==> config.mk <==
export PLATFORM = sky130hd
export DESIGN_NAME = dm_access_ctrl_flat
export DESIGN_NICKNAME = d
export VERILOG_FILES = /design/src/rtl/dm_mem_if.sv /design/src/rtl/dm_access_ctrl.sv /design/src/flat_wrapper.sv
export SDC_FILE = /design/constraint.sdc
export NUM_CORES = 1
export LEC_CHECK = 0
export ABC_CLOCK_PERIOD_IN_PS = 2300
export BUFFER_PORTS_ARGS = -buffer_cell sky130_fd_sc_hd__buf_2
export CAP_MARGIN = 40
export CORE_MARGIN = 2
export CORE_UTILIZATION = 48
export DETAILED_ROUTE_END_ITERATION = 8
export PLACE_DENSITY_LB_ADDON = 0.15
export SLEW_MARGIN = 20
export SYNTH_ARGS = -nofsm -noshare
export SYNTH_HDL_FRONTEND = slang
export SYNTH_SLANG_ARGS = --single-unit
==> constraint.sdc <==
create_clock -name clk -period 2.3 [get_ports clk]
set_clock_uncertainty 0.05 [all_clocks]
set_input_delay 0.23 -clock clk [delete_from_list [all_inputs] [get_ports clk]]
set_output_delay 0.23 -clock clk [all_outputs]
set_load 0.05 [all_outputs]
==> src/rtl/dm_mem_if.sv <==
// dm_mem_if: handshaked single-port word-wide data memory bus
interface dm_mem_if #(parameter int ADDR_W = 12);
   logic              mem_req;
   logic              mem_we;
   logic [ADDR_W-1:0] mem_addr;
   logic [3:0]        mem_be;
   logic [31:0]       mem_wdata;
   logic [31:0]       mem_rdata;
   logic              mem_ack;
   modport master(output mem_req, mem_we, mem_addr, mem_be, mem_wdata, input mem_rdata, mem_ack);
   modport slave(input mem_req, mem_we, mem_addr, mem_be, mem_wdata, output mem_rdata, mem_ack);
endinterface

==> src/rtl/dm_access_ctrl.sv <==
// dm_access_ctrl: MEM-stage load/store sequencer for a handshaked data memory
module dm_access_ctrl #(
   parameter int ADDR_W  = 12,
   parameter int TIMEOUT = 16
) (
   input  logic        clk,
   input  logic        reset,
   input  logic        mem_en,
   input  logic        is_store,
   input  logic [1:0]  word_bit,
   input  logic        load_u,
   input  logic [31:0] addr,
   input  logic [31:0] wdata,
   output logic        stall,
   output logic        align_err,
   output logic        done,
   output logic        bus_err,
   output logic [31:0] rdata,
   dm_mem_if.master    mem
);
   localparam logic [1:0] IDLE = 2'd0, BUSY = 2'd1, DONE = 2'd2;
   localparam int CW = $clog2(TIMEOUT + 1);
   logic [1:0]    state;
   logic [CW-1:0] cnt;
   logic [1:0]    sz, off;
   logic          lu;
   logic          aligned, start, tmo, unused_addr;
   logic [3:0]    be;
   logic [31:0]   wd, ext;
   logic [15:0]   h;
   logic [7:0]    b;
   always_comb begin
      aligned     = (word_bit == 2'd0 && addr[1:0] == 2'd0) || (word_bit == 2'd1 && !addr[0]) || word_bit == 2'd2;
      start       = state == IDLE && mem_en && aligned;
      align_err   = state == IDLE && mem_en && !aligned;
      stall       = start || state == BUSY;
      tmo         = cnt == CW'(TIMEOUT - 1);
      be          = word_bit == 2'd0 ? 4'hf : word_bit == 2'd1 ? (addr[1] ? 4'hc : 4'h3) : 4'h1 << addr[1:0];
      wd          = word_bit == 2'd0 ? wdata : word_bit == 2'd1 ? {2{wdata[15:0]}} : {4{wdata[7:0]}};
      h           = off[1] ? mem.mem_rdata[31:16] : mem.mem_rdata[15:0];
      b           = mem.mem_rdata[{off, 3'b000} +: 8];
      ext         = sz == 2'd0 ? mem.mem_rdata : sz == 2'd1 ? {{16{h[15] & ~lu}}, h} : {{24{b[7] & ~lu}}, b};
      unused_addr = ^addr[31:ADDR_W+2];
   end
   // size/offset/sign are latched at accept so extension never depends on live inputs
   always_ff @(posedge clk) begin
      if (reset) begin
         state         <= IDLE;
         cnt           <= '0;
         sz            <= '0;
         off           <= '0;
         lu            <= 1'b0;
         done          <= 1'b0;
         bus_err       <= 1'b0;
         rdata         <= '0;
         mem.mem_req   <= 1'b0;
         mem.mem_we    <= 1'b0;
         mem.mem_addr  <= '0;
         mem.mem_be    <= '0;
         mem.mem_wdata <= '0;
      end else begin
         done    <= 1'b0;
         bus_err <= 1'b0;
         if (start) begin
            state         <= BUSY;
            cnt           <= '0;
            sz            <= word_bit;
            off           <= addr[1:0];
            lu            <= load_u;
            mem.mem_req   <= 1'b1;
            mem.mem_we    <= is_store;
            mem.mem_addr  <= addr[ADDR_W+1:2];
            mem.mem_be    <= be;
            mem.mem_wdata <= wd;
         end else if (state == BUSY) begin
            if (mem.mem_ack || tmo) begin
               state       <= DONE;
               mem.mem_req <= 1'b0;
               done        <= 1'b1;
               bus_err     <= !mem.mem_ack;
               rdata       <= mem.mem_ack && !mem.mem_we ? ext : '0;
            end else cnt <= cnt + CW'(1);
         end else if (state == DONE) state <= IDLE;
      end
   end
endmodule

==> src/flat_wrapper.sv <==
// flat-port wrapper written by rule: the top's interface ports become plain ports
module dm_access_ctrl_flat 
#(
   parameter int ADDR_W  = 12,
   parameter int TIMEOUT = 16
)
  (clk, reset, mem_en, is_store, word_bit, load_u, addr, wdata, stall, align_err, done, bus_err, rdata, mem_mem_req, mem_mem_we, mem_mem_addr, mem_mem_be, mem_mem_wdata, mem_mem_rdata, mem_mem_ack);
  dm_mem_if #(.ADDR_W(ADDR_W)) mem_i ();
  input  logic clk;
  input  logic reset;
  input  logic mem_en;
  input  logic is_store;
  input  logic [1:0] word_bit;
  input  logic load_u;
  input  logic [31:0] addr;
  input  logic [31:0] wdata;
  output logic stall;
  output logic align_err;
  output logic done;
  output logic bus_err;
  output logic [31:0] rdata;
  output wire logic [$bits(mem_i.mem_req)-1:0] mem_mem_req;
  output wire logic [$bits(mem_i.mem_we)-1:0] mem_mem_we;
  output wire logic [$bits(mem_i.mem_addr)-1:0] mem_mem_addr;
  output wire logic [$bits(mem_i.mem_be)-1:0] mem_mem_be;
  output wire logic [$bits(mem_i.mem_wdata)-1:0] mem_mem_wdata;
  input wire logic [$bits(mem_i.mem_rdata)-1:0] mem_mem_rdata;
  input wire logic [$bits(mem_i.mem_ack)-1:0] mem_mem_ack;
  assign mem_mem_req = mem_i.mem_req;
  assign mem_mem_we = mem_i.mem_we;
  assign mem_mem_addr = mem_i.mem_addr;
  assign mem_mem_be = mem_i.mem_be;
  assign mem_mem_wdata = mem_i.mem_wdata;
  assign mem_i.mem_rdata = mem_mem_rdata;
  assign mem_i.mem_ack = mem_mem_ack;
  dm_access_ctrl #(.ADDR_W(ADDR_W), .TIMEOUT(TIMEOUT)) u_core (.clk(clk), .reset(reset), .mem_en(mem_en), .is_store(is_store), .word_bit(word_bit), .load_u(load_u), .addr(addr), .wdata(wdata), .stall(stall), .align_err(align_err), .done(done), .bus_err(bus_err), .rdata(rdata), .mem(mem_i));
endmodule
==> metrics list <==
* Net Count, Synth: about 630
- Cell at the slowest stage of the critical path: sky130_fd_sc_hd__dfxtp_1
* Number of global-route vias before repair: roughly 4.3k
- STA puts the critical path data required time at between 2 and 2.5 ns.
- The floorplan step set the die height to between 100 and 150 µm.
- Min-delay src: mem_mem_ack
* Synthesized area divided by synthesized cell count: 8.62 µm²
* Max Fanout on Critical Path: 29
- Die area: between 10000 and 15000 µm²
- Endpoint of the worst hold-timing path: u_core.bus_err
- At the later pin of the worst-skew pair, clock insertion delay measures 0.35 ns.
* Global route total overflow: 0
- Measured in cells, the most critical reg-to-reg path has a length of 7.
* Ratio of routed vias to standard cells: 5.79
* Peak Freq: between 400 and 500 MHz
- Register-to-register setup slack: about 0.16 ns
* Final ANT Viol Nets: 0
- For this run, the total global-route usage over all layers was measured as 0.252.
- The finished layout holds 782 standard cells, fillers aside.
* First-pass GRT wire length: 20.5 mm
- From synthesis to final layout, the design area changed by 24.9%.
- Max_cap viols: 0
- Hold Crit Class: input port to flop
- Status: finished, final reports clean
- The initial antenna violation count is 0.
- The initial utilization of the core area, before any placement, comes to 0.488.
* Worst hold path stage count: 2
* Placed insts: approximately 770
* Clock tree from TritonCTS: yes
* Post-synth EDFFs: 0
* Inserted Clock Buffers: 9
- The worst setup path is launched from a flop.
* Worst endpoint data arrival time: between 1.5 and 2 ns
* Final count of pins violating max slew: 0
- Entering global routing, the biggest net connects 66 pins.
- The most critical setup path has its startpoint at u_core.state[0].
- The first TritonRoute pass finished after 5 iterations.
* Register area share after synthesis: 0.430
* Distinct cell type count after synthesis: 50
* Number of hold-repair buffers added at the cts stage: 0
- Per-cell routed wire length: between 15 and 20 µm
- Row count: 35
- In this run the critical register-to-register path is launched from u_core.state[0].
* Power density over the cells: roughly 670 nW/µm²
- Port buffering added 171 buffers.
- Half-perimeter wire length after placement: 9.18 mm
- Nets@finish: 775
* End of the worst register-to-register path: u_core.rdata[26]
- Clk root buf: sky130_fd_sc_hd__clkbuf_8
- The cell count after synthesis came out at around 520.
* Via count: between 4k and 5k
- Shortest period the worst path allows: around 2.1 ns
- After synthesis, the share of flip-flops with an asynchronous set or reset is 0.
* Setup repair after global routing missed its margin: false
* Critical path, cell by cell: inv_1 -> ha_1 -> nand2_1 -> buf_6 -> nor2_1 -> buf_2
- Setup violations remaining at the end of the flow were counted as 0.
* Final period util: 0.933
- Routability congestion estimate: roughly 0.87
- Post-detailed-route DRC marker count: 0
* Synth warnings: 0
- Type of destination of the critical path: primary output
- Final wirelength: around 13 mm
- Total power draw: approximately 0.0037 W
- Setup CP Type: flop to primary output
- Final hold analysis gives a worst-case slack of between 0.04 and 0.05 ns.
- Crit path largest cell delay: 0.36 ns
- Of the cells placed in the final design, the portion with a size suffix greater than 1 is 0.325.
- DRC violation total after the first TritonRoute iteration: about 300
- After clock tree synthesis, the clock-pin slew on the worst setup and hold paths is 0.09 ns.
- Measured against its own limit, the worst slew margin works out to 0.529.
- Die width: approximately 100 µm
- The worst-case IR drop observed on VDD is 0.343 mV.
- Area of the mapped netlist: roughly 4500 µm²
- The number of endpoints with negative hold slack in the final report was 0.
* Count of boundary I/O pins: 190
- The H-tree was split into 3 levels.
- For the pin with the worst max-slew slack, the measured transition is ~0.71 ns.
- Core occupancy in the finished layout: 0.609
- Counting every sink on the clock net gives 96.
- The floorplan step defined a core boundary enclosing ~9000 µm².
- Max Root-Sink Buffers: 2
- For this run, the leading register cell type out of synthesis is sky130_fd_sc_hd__dfxtp_1.
- Pleak: ~2.4 nW
* Flip-flop and latch count after synthesis: 96
- The repair_antennas step left the layout with diodes totalling 0.
- Setup total negative slack on the finished layout was measured at 0 ns.
==> layout by cell type (no fill, tap or decap), types with 4 or more instances in the layout <==
cell,n
sky130_fd_sc_hd__a211oi_1,12
sky130_fd_sc_hd__a21oi_1,77
sky130_fd_sc_hd__a311oi_1,18
sky130_fd_sc_hd__a32o_1,7
sky130_fd_sc_hd__and3_1,10
sky130_fd_sc_hd__buf_2,171
sky130_fd_sc_hd__buf_4,11
sky130_fd_sc_hd__clkbuf_8,10
sky130_fd_sc_hd__dfxtp_1,96
sky130_fd_sc_hd__ha_1,5
sky130_fd_sc_hd__inv_1,7
sky130_fd_sc_hd__mux2i_1,11
sky130_fd_sc_hd__nand2_1,26
sky130_fd_sc_hd__nand2b_1,11
sky130_fd_sc_hd__nand3_1,38
sky130_fd_sc_hd__nor2_1,13
sky130_fd_sc_hd__nor3_1,20
sky130_fd_sc_hd__o21ai_0,52
sky130_fd_sc_hd__o22a_1,4
sky130_fd_sc_hd__o2bb2ai_1,25
==> critical path, delay by kind of cell, from the launching register on <==
kind                     cells  cell delay (ns)
adder cells (fa/ha/maj)      1             0.24
buffers and inverters        3             0.56
AND/OR/NAND/NOR              2             0.34
flip-flops                   1             0.36
==> cell families (layout without fill, tap and decap cells) <==
family | after synthesis | in the layout | synth area share
compound gates | 209 | 209 | 0.307
simple gates | 136 | 136 | 0.159
flops | 96 | 96 | 0.430
buf+inv | 57 | 210 | 0.0566
mux | 12 | 12 | 0.0272
fa+ha+maj | 5 | 5 | 0.0140
xor+xnor | 3 | 3 | 0.00589
==> worst max-delay path by stage <==
stage | end | slack, ns | depth (start not counted)
floorplan | align_err | 0.36 | 6
global placement | u_core.mem.mem_wdata[12] | 0.17 | 5
detailed placement | u_core.rdata[19] | 0.23 | 7
CTS | align_err | 0.07 | 6
global route | u_core.rdata[26] | 0.04 | 7
finish | align_err | 0.16 | 6
==> synth_stat cells (2+ instances only) <==
library cell,instances,area [µm²]
sky130_fd_sc_hd__o22a_1,4,35.0
sky130_fd_sc_hd__a32o_1,7,70.1
sky130_fd_sc_hd__o22ai_1,2,12.5
sky130_fd_sc_hd__xor2_1,2,17.5
sky130_fd_sc_hd__and3_1,10,62.6
sky130_fd_sc_hd__nand3_1,38,190
sky130_fd_sc_hd__nand2_1,26,97.6
sky130_fd_sc_hd__mux2i_1,11,110
sky130_fd_sc_hd__or2_2,2,12.5
sky130_fd_sc_hd__buf_6,3,33.8
sky130_fd_sc_hd__o21ai_0,52,260
sky130_fd_sc_hd__buf_4,2,15.0
sky130_fd_sc_hd__buf_2,7,35.0
sky130_fd_sc_hd__nor2b_1,2,12.5
sky130_fd_sc_hd__a21bo_2,2,20.0
sky130_fd_sc_hd__nand2b_1,11,68.8
sky130_fd_sc_hd__inv_1,7,26.3
sky130_fd_sc_hd__ha_1,5,62.6
sky130_fd_sc_hd__a311oi_1,18,158
sky130_fd_sc_hd__a211oi_1,12,90.1
sky130_fd_sc_hd__and2_1,4,25.0
sky130_fd_sc_hd__dfxtp_1,96,1920
sky130_fd_sc_hd__clkbuf_1,36,135
sky130_fd_sc_hd__buf_1,2,7.51
sky130_fd_sc_hd__nor3_1,20,100
sky130_fd_sc_hd__o2bb2ai_1,25,219
sky130_fd_sc_hd__nor2_1,13,48.8
sky130_fd_sc_hd__a21oi_1,77,385
==> stage by stage <==
stage,area [µm²],worst slack (ns)
floorplan,4460,0.364
global placement,5380,0.166
detailed placement,5400,0.225
CTS,5570,0.0731
global route,5570,0.0420
finish,5570,0.155
==> registers in the layout, indices dropped and copies added (netlist names) <==
signal,flops
u_core.mem.mem_be,4
u_core.cnt,5
u_core.sz,2
u_core.mem.mem_we,1
u_core.mem.mem_addr,12
u_core.state,2
u_core.done,1
u_core.lu,1
u_core.rdata,32
u_core.bus_err,1
u_core.mem.mem_req,1
u_core.off,2
u_core.mem.mem_wdata,32
==> cell type report <==
class | instances | area [µm²]
Fill cell | 866 | 3580
Multi-Input combinational cell | 365 | 2290
Sequential cell | 96 | 1920
Timing Repair Buffer | 187 | 1020
Clock buffer | 11 | 141
Tap cell | 111 | 139
Clock inverter | 5 | 32.5
Inverter | 7 | 26.3
==> power by group <==
| group | total, W | internal [W] | switching [W] |
|---|---|---|---|
| combinational | 0.000918 | 0.000281 | 0.000637 |
| sequential | 0.00179 | 0.00174 | 0.0000513 |
| clock | 0.00100 | 0.000420 | 0.000583 |
| total | 0.00371 | 0.00244 | 0.00127 |
==> metal layers <==
layer,track usage,share of wire
met1,0.336,0.44
met3,0.0564,0.072
met4,0.0759,0.019
met5,0,0
met2,0.409,0.47
==> repair_timing <==
action / 4_1_cts / 5_1_grt
resized for setup: 0 / 2
setup endpoints to repair: 0 / 2
buffers inserted: 0 / 0
Power figures use the tool's default switching activity.
